===== config.mk =====
export PLATFORM = sky130hd
export DESIGN_NAME = trap_ctrl
export DESIGN_NICKNAME = d
export VERILOG_FILES = /design/src/rtl/trap_ctrl_pkg.sv /design/src/rtl/trap_ctrl_prio_enc.sv /design/src/rtl/trap_ctrl.sv
export SDC_FILE = /design/constraint.sdc
export NUM_CORES = 1
export LEC_CHECK = 0
export CAP_MARGIN = 10
export CORE_AREA = 2 2 320 322
export DETAILED_ROUTE_END_ITERATION = 12
export DIE_AREA = 0 0 322 324
export HOLD_SLACK_MARGIN = 0.02
export MAX_ROUTING_LAYER = met4
export PLACE_DENSITY = 0.42
export SKIP_CTS_REPAIR_TIMING = 1
export SLEW_MARGIN = 20
export SYNTH_ARGS = -nofsm -noshare
export SYNTH_HDL_FRONTEND = slang
export SYNTH_HIERARCHICAL = 1
export SYNTH_SLANG_ARGS = --single-unit

===== constraint.sdc =====
create_clock -name clock -period 5.97 [get_ports clock]
set_clock_uncertainty 0.05 [all_clocks]
set_input_delay 1.194 -clock clock [delete_from_list [all_inputs] [get_ports clock]]
set_output_delay 1.194 -clock clock [all_outputs]
set_load 0.03 [all_outputs]

===== src/rtl/trap_ctrl_pkg.sv =====
`default_nettype none
// +----------------------------------------------------------------------------+
// | Package : trap_ctrl_pkg                                                    |
// | Purpose : Shared definitions for the M-mode trap controller: cause codes,  |
// |           mstatus bit positions, exception priority order, FSM encodings.  |
// | Rev     : 1.0  initial release                                             |
// +----------------------------------------------------------------------------+
package trap_ctrl_pkg;

  // Width of the cause code (holds any bit index of a 64-bit mip).
  localparam int CAUSE_W = 6;

  // Synchronous exception cause codes
  localparam int EXC_INST_MISALIGNED  = 0;
  localparam int EXC_INST_FAULT       = 1;
  localparam int EXC_ILLEGAL_INST     = 2;
  localparam int EXC_BREAKPOINT       = 3;
  localparam int EXC_LOAD_MISALIGNED  = 4;
  localparam int EXC_LOAD_FAULT       = 5;
  localparam int EXC_STORE_MISALIGNED = 6;
  localparam int EXC_STORE_FAULT      = 7;
  localparam int EXC_ECALL_U          = 8;
  localparam int EXC_ECALL_S          = 9;
  localparam int EXC_ECALL_M          = 11;
  localparam int EXC_INST_PAGE        = 12;
  localparam int EXC_LOAD_PAGE        = 13;
  localparam int EXC_STORE_PAGE       = 15;

  // Interrupt cause codes (also mip/mie bit positions)
  localparam int IRQ_MSI        = 3;
  localparam int IRQ_MTI        = 7;
  localparam int IRQ_MEI        = 11;
  localparam int IRQ_LOCAL_BASE = 16;

  // mstatus bit positions
  localparam int MSTATUS_MIE    = 3;
  localparam int MSTATUS_MPIE   = 7;
  localparam int MSTATUS_MPP_LO = 11;
  localparam int MSTATUS_MPP_HI = 12;

  // Exception priority, highest first; unlisted bits follow lowest-first.
  localparam int EXC_PRIO_N = 14;
  localparam int EXC_PRIO [0:EXC_PRIO_N-1] = '{
    EXC_INST_PAGE, EXC_INST_FAULT, EXC_INST_MISALIGNED, EXC_ILLEGAL_INST,
    EXC_BREAKPOINT, EXC_ECALL_U, EXC_ECALL_S, EXC_ECALL_M,
    EXC_STORE_MISALIGNED, EXC_LOAD_MISALIGNED, EXC_STORE_PAGE,
    EXC_LOAD_PAGE, EXC_STORE_FAULT, EXC_LOAD_FAULT
  };

  typedef enum logic [2:0] {
    ST_IDLE    = 3'd0,
    ST_FLUSH   = 3'd1,
    ST_WRITE   = 3'd2,
    ST_MRET_WR = 3'd3,
    ST_REDIR   = 3'd4
  } trap_state_e;

  typedef enum logic [1:0] {
    KIND_EXC  = 2'd0,
    KIND_IRQ  = 2'd1,
    KIND_MRET = 2'd2
  } trap_kind_e;

  function automatic logic exc_in_prio_list(input int c);
    logic hit;
    hit = 1'b0;
    for (int k = 0; k < EXC_PRIO_N; k++) begin
      if (EXC_PRIO[k] == c) hit = 1'b1;
    end
    return hit;
  endfunction

endpackage
`default_nettype wire


===== src/rtl/trap_ctrl_prio_enc.sv =====
`default_nettype none
// +----------------------------------------------------------------------------+
// | Module  : trap_prio_enc                                                    |
// | Purpose : Combinational priority selection of the interrupt cause and the  |
// |           synchronous exception cause at the commit point.                 |
// | Ports   : irq_pend  (in)  enabled pending interrupts (mip & mie)           |
// |           excp      (in)  exception bits of the committing instruction     |
// |           irq_valid/irq_cause (out) any interrupt / winning cause          |
// |           exc_valid/exc_cause (out) any exception / winning cause          |
// | Rev     : 1.0  initial release                                             |
// +----------------------------------------------------------------------------+
module trap_prio_enc import trap_ctrl_pkg::*; #(
  parameter int XLEN   = 64,
  parameter int EXCP_W = 16,
  parameter int NLOCAL = 4
) (
  input  logic [XLEN-1:0]    irq_pend,
  input  logic [EXCP_W-1:0]  excp,
  output logic               irq_valid,
  output logic [CAUSE_W-1:0] irq_cause,
  output logic               exc_valid,
  output logic [CAUSE_W-1:0] exc_cause
);

  // Each stage overwrites the previous one, so the last assignment that hits
  // is the highest priority: scan from lowest priority upward.
  always_comb begin
    irq_valid = |irq_pend;
    irq_cause = '0;
    // Non-standard pending bits: lowest index wins, only if nothing below hits.
    for (int i = XLEN - 1; i >= 0; i--) begin
      if (irq_pend[i]) irq_cause = CAUSE_W'(i);
    end
    for (int i = NLOCAL - 1; i >= 0; i--) begin
      if (irq_pend[IRQ_LOCAL_BASE + i]) irq_cause = CAUSE_W'(IRQ_LOCAL_BASE + i);
    end
    if (irq_pend[IRQ_MTI]) irq_cause = CAUSE_W'(IRQ_MTI);
    if (irq_pend[IRQ_MSI]) irq_cause = CAUSE_W'(IRQ_MSI);
    if (irq_pend[IRQ_MEI]) irq_cause = CAUSE_W'(IRQ_MEI);
  end

  always_comb begin
    exc_valid = |excp;
    exc_cause = '0;
    for (int i = EXCP_W - 1; i >= 0; i--) begin
      if (excp[i] && !exc_in_prio_list(i)) exc_cause = CAUSE_W'(i);
    end
    for (int k = EXC_PRIO_N - 1; k >= 0; k--) begin
      if (EXC_PRIO[k] < EXCP_W) begin
        if (excp[EXC_PRIO[k]]) exc_cause = CAUSE_W'(EXC_PRIO[k]);
      end
    end
  end

endmodule
`default_nettype wire


===== src/rtl/trap_ctrl.sv =====
`default_nettype none
// +----------------------------------------------------------------------------+
// | Module  : trap_ctrl                                                        |
// | Purpose : Sequential M-mode trap controller at the commit point. Accepts   |
// |           an interrupt, exception or mret, then runs flush -> CSR write -> |
// |           redirect with the pipeline. Supports vectored mtvec.             |
// | Ports   : commit_*        (in)  committing instruction info                |
// |           mem_addr        (in)  faulting load/store address                |
// |           *_rd            (in)  CSR read data                              |
// |           commit_kill     (out) suppress this commit (comb.)               |
// |           trap_busy       (out) sequence in progress                       |
// |           flush_req/ack         pipeline drain handshake                   |
// |           csr_wr_en, mstatus_wr_en, *_wd (out) CSR write pulses/data       |
// |           redirect_valid/pc (out) fetch redirect pulse and target          |
// | Rev     : 1.0  initial release                                             |
// +----------------------------------------------------------------------------+
module trap_ctrl import trap_ctrl_pkg::*; #(
  parameter int XLEN   = 64,
  parameter int EXCP_W = 16,
  parameter int NLOCAL = 4
) (
  input  logic              clock,
  input  logic              reset_n,
  input  logic              commit_valid,
  input  logic [EXCP_W-1:0] commit_excp,
  input  logic              commit_is_mret,
  input  logic [XLEN-1:0]   commit_pc,
  input  logic [31:0]       commit_inst,
  input  logic [XLEN-1:0]   mem_addr,
  input  logic [XLEN-1:0]   mstatus_rd,
  input  logic [XLEN-1:0]   mie_rd,
  input  logic [XLEN-1:0]   mip_rd,
  input  logic [XLEN-1:0]   mtvec_rd,
  input  logic [XLEN-1:0]   mepc_rd,
  output logic              commit_kill,
  output logic              trap_busy,
  output logic              flush_req,
  input  logic              flush_ack,
  output logic              csr_wr_en,
  output logic              mstatus_wr_en,
  output logic [XLEN-1:0]   mcause_wd,
  output logic [XLEN-1:0]   mepc_wd,
  output logic [XLEN-1:0]   mtval_wd,
  output logic [XLEN-1:0]   mstatus_wd,
  output logic              redirect_valid,
  output logic [XLEN-1:0]   redirect_pc
);

  trap_state_e        state;
  trap_kind_e         kind;
  logic [CAUSE_W-1:0] cause;
  logic [XLEN-1:0]    epc;
  logic [XLEN-1:0]    tval;

  logic               irq_valid, exc_valid, take_irq, accept;
  logic [CAUSE_W-1:0] irq_cause, exc_cause;
  trap_kind_e         acc_kind;
  logic [CAUSE_W-1:0] acc_cause;
  logic [XLEN-1:0]    acc_tval;
  logic [XLEN-1:0]    mcause_val, ms_trap, ms_mret, tvec_base, redir_target;

  trap_prio_enc #(
    .XLEN   (XLEN),
    .EXCP_W (EXCP_W),
    .NLOCAL (NLOCAL)
  ) u_prio_enc (
    .irq_pend  (mip_rd & mie_rd),
    .excp      (commit_excp),
    .irq_valid (irq_valid),
    .irq_cause (irq_cause),
    .exc_valid (exc_valid),
    .exc_cause (exc_cause)
  );

  assign take_irq    = irq_valid && mstatus_rd[MSTATUS_MIE];
  assign accept      = (state == ST_IDLE) && commit_valid &&
                       (take_irq || exc_valid || commit_is_mret);
  // Reset gating keeps the kill low while reset is asserted.
  assign commit_kill = reset_n && accept;
  assign trap_busy   = (state != ST_IDLE);

  // What gets latched on accept: kind, cause and the trap value.
  always_comb begin
    acc_kind  = KIND_MRET;
    acc_cause = '0;
    acc_tval  = '0;
    if (take_irq) begin
      acc_kind  = KIND_IRQ;
      acc_cause = irq_cause;
    end else if (exc_valid) begin
      acc_kind  = KIND_EXC;
      acc_cause = exc_cause;
      case (exc_cause)
        CAUSE_W'(EXC_INST_MISALIGNED), CAUSE_W'(EXC_INST_FAULT),
        CAUSE_W'(EXC_BREAKPOINT),      CAUSE_W'(EXC_INST_PAGE):
          acc_tval = commit_pc;
        CAUSE_W'(EXC_ILLEGAL_INST):
          acc_tval = XLEN'(commit_inst);
        CAUSE_W'(EXC_LOAD_MISALIGNED), CAUSE_W'(EXC_LOAD_FAULT),
        CAUSE_W'(EXC_STORE_MISALIGNED), CAUSE_W'(EXC_STORE_FAULT),
        CAUSE_W'(EXC_LOAD_PAGE),       CAUSE_W'(EXC_STORE_PAGE):
          acc_tval = mem_addr;
        default:
          acc_tval = '0;
      endcase
    end
  end

  always_ff @(posedge clock or negedge reset_n) begin
    if (!reset_n) begin
      state          <= ST_IDLE;
      kind           <= KIND_EXC;
      cause          <= '0;
      epc            <= '0;
      tval           <= '0;
      flush_req      <= 1'b0;
      csr_wr_en      <= 1'b0;
      mstatus_wr_en  <= 1'b0;
      redirect_valid <= 1'b0;
    end else begin
      csr_wr_en      <= 1'b0;
      mstatus_wr_en  <= 1'b0;
      redirect_valid <= 1'b0;
      case (state)
        ST_IDLE: begin
          if (accept) begin
            kind      <= acc_kind;
            cause     <= acc_cause;
            epc       <= {commit_pc[XLEN-1:1], 1'b0};
            tval      <= acc_tval;
            flush_req <= 1'b1;
            state     <= ST_FLUSH;
          end
        end
        ST_FLUSH: begin
          if (flush_ack) begin
            flush_req <= 1'b0;
            if (kind == KIND_MRET) begin
              mstatus_wr_en <= 1'b1;
              state         <= ST_MRET_WR;
            end else begin
              csr_wr_en <= 1'b1;
              state     <= ST_WRITE;
            end
          end
        end
        ST_WRITE, ST_MRET_WR: begin
          redirect_valid <= 1'b1;
          state          <= ST_REDIR;
        end
        ST_REDIR: state <= ST_IDLE;
        default: begin
          flush_req <= 1'b0;
          state     <= ST_IDLE;
        end
      endcase
    end
  end

  always_comb begin
    mcause_val                 = '0;
    mcause_val[CAUSE_W-1:0]    = cause;
    mcause_val[XLEN-1]         = (kind == KIND_IRQ);

    ms_trap                    = mstatus_rd;
    ms_trap[MSTATUS_MPIE]      = mstatus_rd[MSTATUS_MIE];
    ms_trap[MSTATUS_MIE]       = 1'b0;
    ms_trap[MSTATUS_MPP_HI:MSTATUS_MPP_LO] = 2'b11;

    ms_mret                    = mstatus_rd;
    ms_mret[MSTATUS_MIE]       = mstatus_rd[MSTATUS_MPIE];
    ms_mret[MSTATUS_MPIE]      = 1'b1;
    ms_mret[MSTATUS_MPP_HI:MSTATUS_MPP_LO] = 2'b11;

    // Modes 2/3 fall back to direct; only mode 1 vectors, and only interrupts.
    tvec_base = {mtvec_rd[XLEN-1:2], 2'b00};
    if (kind == KIND_MRET)
      redir_target = mepc_rd;
    else if (kind == KIND_IRQ && mtvec_rd[1:0] == 2'b01)
      redir_target = tvec_base + (XLEN'(cause) << 2);
    else
      redir_target = tvec_base;
  end

  // Write data and target are only driven alongside their strobes.
  assign mcause_wd   = csr_wr_en ? mcause_val : '0;
  assign mepc_wd     = csr_wr_en ? epc : '0;
  assign mtval_wd    = csr_wr_en ? tval : '0;
  assign mstatus_wd  = csr_wr_en ? ms_trap : (mstatus_wr_en ? ms_mret : '0);
  assign redirect_pc = redirect_valid ? redir_target : '0;

endmodule
`default_nettype wire


Word level (Yosys, flattened, before mapping)
Index checks and enable logic that the tools add are counted.
{"block": "totals", "regBits": 142, "elab_cells": 159, "out_inout_bits": 326}
{"block": "classes", "n_addsub": 1, "muxes": 109, "eq_ne": 19, "reduce_logical": 19, "bitwise_logic": 2}
{"operator": "$mux 64", "count": 10}
{"operator": "$mux 6", "count": 66}
{"operator": "$pmux 64 s3", "count": 1}
{"operator": "$add 64x8->64", "count": 1}
{"operator": "$and 64x64->64", "count": 1}
{"operator": "$mux 4", "count": 16}
{"operator": "$reduce_or 64->1", "count": 1}
{"operator": "$eq 6x3->1 const B", "count": 4}
{"operator": "$eq 6x4->1 const B", "count": 3}
{"operator": "$reduce_or 16->1", "count": 1}
{"operator": "$eq 6x2->1 const B", "count": 2}
{"operator": "$mux 1", "count": 10}
{"operator": "$pmux 3 s3", "count": 1}
{"operator": "$eq 3x2->1 const B", "count": 2}
{"operator": "$eq 6x1->1 const B", "count": 1}
{"operator": "$logic_not 6->1", "count": 1}
{"operator": "$mux 3", "count": 2}
{"operator": "$reduce_or 6->1", "count": 1}
{"operator": "$logic_and 1x1->1", "count": 5}
{"operator": "$eq 2x1->1 const B", "count": 2}
{"operator": "$mux 2", "count": 2}
{"operator": "$ne 2x2->1 const B", "count": 2}
{"operator": "$reduce_and 2->1", "count": 2}
{"operator": "$reduce_or 4->1", "count": 1}
{"operator": "other kinds (11)", "count": 12}

Depth between registers and ports, before layout
{"block": "logic_depth", "word_depth": 66, "depth_mapped": 12, "depth_no_buf": 10}

Modules after synthesis
Netlist, hierarchy kept.
{"mod": "trap_ctrl", "area_each_um2": 10756.6, "cells_per_inst": 1290, "n_inst": 1}
{"mod": "trap_prio_enc", "area_each_um2": 1006.0, "cells_per_inst": 174, "n_inst": 1}

Least setup slack after synthesis
Ideal clock, no wire load.
{"block": "synth_path", "path_type": "input-to-output", "start": "in mip_rd[15]", "end": "out commit_kill", "path_slack_ps": 647, "n_path_buf": 1, "required_time_ps": 4726, "stages": 10, "arrival_ps": 4079, "path_cell_list": "and2_1 -> or4_4 -> or4_4 -> or4_4 -> or3_1 -> and2_1 -> clkbuf_1 -> o31ai_1 -> inv_1 -> and3_1"}
{"block": "synth_between", "elab_chain_len": 7}
{"item": "start, declared", "line": "trap_ctrl.sv:32", "text": "input logic [XLEN-1:0] mip_rd,"}
{"item": "$and 64x64->64", "line": "trap_ctrl.sv:67", "text": ".irq_pend (mip_rd & mie_rd),"}
{"item": "$reduce_or 64->1", "line": "trap_ctrl_prio_enc.sv:28", "text": "irq_valid = |irq_pend;"}
{"item": "net irq_valid", "line": "trap_ctrl.sv:55", "text": "logic irq_valid, exc_valid, take_irq, accept;"}
{"item": "$logic_and 1x1->1", "line": "trap_ctrl.sv:75", "text": "assign take_irq = irq_valid && mstatus_rd[MSTATUS_MIE];"}
{"item": "$logic_or 1x1->1 (2 in a row)", "line": "trap_ctrl.sv:77", "text": "(take_irq || exc_valid || commit_is_mret);"}
{"item": "$logic_and 1x1->1", "line": "trap_ctrl.sv:76", "text": "assign accept = (state == ST_IDLE) && commit_valid &&"}
{"item": "$logic_and 1x1->1", "line": "trap_ctrl.sv:79", "text": "assign commit_kill = reset_n && accept;"}
{"item": "end, declared", "line": "trap_ctrl.sv:35", "text": "output logic commit_kill,"}
The timed path passes the listed nets, and every way through them passes these cells.

Final worst setup path
Same ends and word-level chain as after synthesis.

==> flow_summary_export.csv <==
group,metric,value,unit
logic_synthesis,synthAdderAreaFrac,0.00808,
worst_hold_path,whs_path_depth,2,
drt,firstDrtPassIters,5,
sta,setup_viol,0,
logic_synthesis,synthArstFlopShare,1.00,
clocking,cts_tree,"done",
sta,period_minus_slack,5.81,ns
sta,final_hold_viol_count,0,
finish,multi_input_area,7590,sq um
floorplanning,die_y,324,um
place,dp.final_hpwl,57400,um
setup_path,cp.depth,12,
setup_path,reg2reg_slack,3.43,ns
clocking,numCtsBuffers,17,
logic_synthesis,ys.flop_type,"dfrtp_1",
drt,wire_per_inst,19.9,um
drt,ant_nets,0,
pwr,p_total,0.00552,W
place,place_area,21200,sq um
floorplanning,die_w,322,um
logic_synthesis,synth_area,11800,sq um
clocking,root_buffer,"clkbuf_16",
setup_path,critical_path.top_delay_family,"simple AND/OR/NAND/NOR gates",
job,cap_viol_max_count,0,
drt,totalWireLength,70500,um
logic_synthesis,ys_seq_area_frac,0.302,
worst_hold_path,worstHoldEndpoint,"tval[10]",
setup_path,path_cells,"clkdlybuf4s50_1 > and2_1 > or4_4 > or4_4 > or4_4 > or3_1 > and2_1 > o31ai_2 > buf_4 > inv_1 > and3_1 > buf_4",
clocking,htree_levels,4,
setup_path,critPathLaunchType,"input port",
clocking,cts_buffer_depth,2,
global_route,grt_pass1_wl,98300,um
finish,fin_nets,2719,
setup_path,r2r_end,"cause[1]",
global_route,grt_usage,0.132,
floorplanning,row_count,117,
sta,fin_tns_setup,0,ns
logic_synthesis,synth_top_family_by_area,"simple AND/OR/NAND/NOR gates",
place,place.gp.congestion,0.849,
clocking,clk_latency,0.44,ns
worst_hold_path,hold_start,"tval[10]",
setup_path,cp_max_fo,2,
setup_path,crit_path_max_incr_delay,0.56,ns
pwr,p_per_area,253,nW/um^2
logic_synthesis,synth.area.top_cells,"dfrtp_1 30%, and2_1 11%, mux2_2 6.1%",
setup_path,slowest_stage,"or4_4",
logic_synthesis,yosysWarnings,6,
sta,final-max-slew-violation-count,0,
setup_path,endpoint_kind,"output port",
logic_synthesis,synth_edf_count,0,
logic_synthesis,synth_cell_type_count,74,
setup_path,rr_startpoint,"state[1]",
finish,design_area,21800,sq um
sta,fin_crit_sh,0.973,
setup_path,arrival,4.56,ns
logic_synthesis,syn_avg_cell_area,8.03,sq um
sta,rsz0062_at_grt,"false",
setup_path,worst-r2r-cell-count,6,
logic_synthesis,synth-compound-area-share,0.213,
finish,layout-drive-gt1-share,0.103,
floorplanning,dieArea,104000,sq um
logic_synthesis,synth_top_cell_by_area,"dfrtp_1",
sta,timing.hold.ws,0.420,ns
drt,first_iter_violations,743,
finish,area_growth,85.2,%
worst_hold_path,hold_class,"flip-flop to flip-flop",
logic_synthesis,syn_inst,1464,
sta,fmax,172,MHz
global_route,grt_max_degree,71,
floorplanning,io_pins,827,
drt,drc,0,
clocking,clk_pin_slew,0.07,ns
pwr,leakage,7.92,nW
setup_path,crit_required,4.73,ns
global_route,antenna_found_initial,9,
logic_synthesis,synth_top_area_frac,0.302,
global_route,grt_pass1_vias,14098,
global_route,overflow,0,
logic_synthesis,synthXorXnorAreaFrac,0.0112,
sta,worst_pin_slew,0.963,ns
logic_synthesis,ys_ff_latch,142,
drt,viasPerCell,3.95,
status,status,"complete, no violations",
logic_synthesis,synth-simple-area-share,0.325,
setup_path,worstSetupPathType,"input port to output port",
finish,regArea,3560,sq um
setup_path,cpMostUsedCell,"or4_4",
logic_synthesis,muxShareOfSynthArea,0.0621,
pwr,ir_drop,217,uV
drt,via_count,13966,
setup_path,crit_buf_inv,4,
place,port_buffers,766,
floorplanning,start_util,0.116,
sta,slew_headroom,0.357,
floorplanning,core_area,101000,sq um
finish,n_fill_cell,11257,
clocking,clkSinkCount,142,
## tightest hold or removal path, stage by stage, from the launching register on
cell	delay (ns)
dfrtp_1	0.34
nand2_1	0.04
o21ai_0	0.05
## flip-flops by register name, indices dropped and copies added (netlist names)
register        cells
tval               64
cause               6
redirect_valid      1
state               3
mstatus_wr_en       1
csr_wr_en           1
kind                2
flush_req           1
epc                63
## cell usage after synthesis, drive strengths merged, types with 20 or more instances
cell	count
dfrtp	142
nor3	43
a21oi	38
a31oi	32
buf	68
or4	33
nand4	20
a222oi	32
nor2	60
nor4	26
o31ai	30
a22oi	32
inv	22
nand2	125
clkbuf	89
o21ai	143
a211oi	20
mux2	64
nand3	29
and2	200
nor2b	70
## area by class of cell
| type | count | share of cell area |
|---|---|---|
| antenna | 6 | 0.000689 |
| clock buffer | 18 | 0.0202 |
| clock inverter | 13 | 0.00712 |
| inverter | 23 | 0.00396 |
| multi-input combinational | 1200 | 0.348 |
| sequential | 142 | 0.163 |
| tap | 1309 | 0.0752 |
| timing repair buffer | 827 | 0.381 |
## report_power, final
group | internal [W] | switching, W
combinational | 0.00133 | 0.00164
clock | 0.000635 | 0.000496
sequential | 0.00123 | 0.000190
total | 0.00320 | 0.00232
## worst max-delay path by stage
stage                     startpoint     endpoint
after CTS                 mip_rd[15]  commit_kill
after detailed placement  mip_rd[15]  commit_kill
after global placement    mip_rd[15]  commit_kill
after floorplan           mip_rd[15]  commit_kill
after global routing      mip_rd[15]  commit_kill
final                     mip_rd[15]  commit_kill
## metrics by stage
| step | utilization | setup WS [ns] | std cells |
|---|---|---|---|
| final | 0.216 | 0.162 | 3538 |
| after global routing | 0.216 | 0.0151 | 3535 |
| after CTS | 0.215 | 0.0949 | 3532 |
| after detailed placement | 0.210 | 0.0971 | 3501 |
| after global placement | 0.210 | 0.0794 | 3501 |
| after floorplan | - | 0.647 | 1522 |
## kinds of logic after synthesis
group / count (synthesis)
flops: 142
buf+inv: 180
simple gates: 672
compound gates: 381
xor+xnor: 15
other cells: 2
fa+ha+maj: 7
mux: 65
## placed cells by master (no fill, tap or decap), drive strengths merged, types with 33 or more instances in the layout
cell type,synthesis,final
mux2,64,64
and2,200,200
nor2b,70,70
buf,68,106
nor3,43,43
dfrtp,142,142
nor2,60,60
a21oi,38,38
or4,33,33
conb,2,60
nand2,125,125
clkdlybuf4s50,0,721
o21ai,143,143
## routing by layer
metal | vias to the layer above | global-route usage | share of wire
met2 | 592 | 0.220 | 0.48
met4 | 0 | 0.0393 | 0.025
met1 | 6570 | 0.155 | 0.42
met3 | 56 | 0.0371 | 0.079
li1 | 6748 | - | -
met5 | - | - | 0
Power figures use the tool's default switching activity.
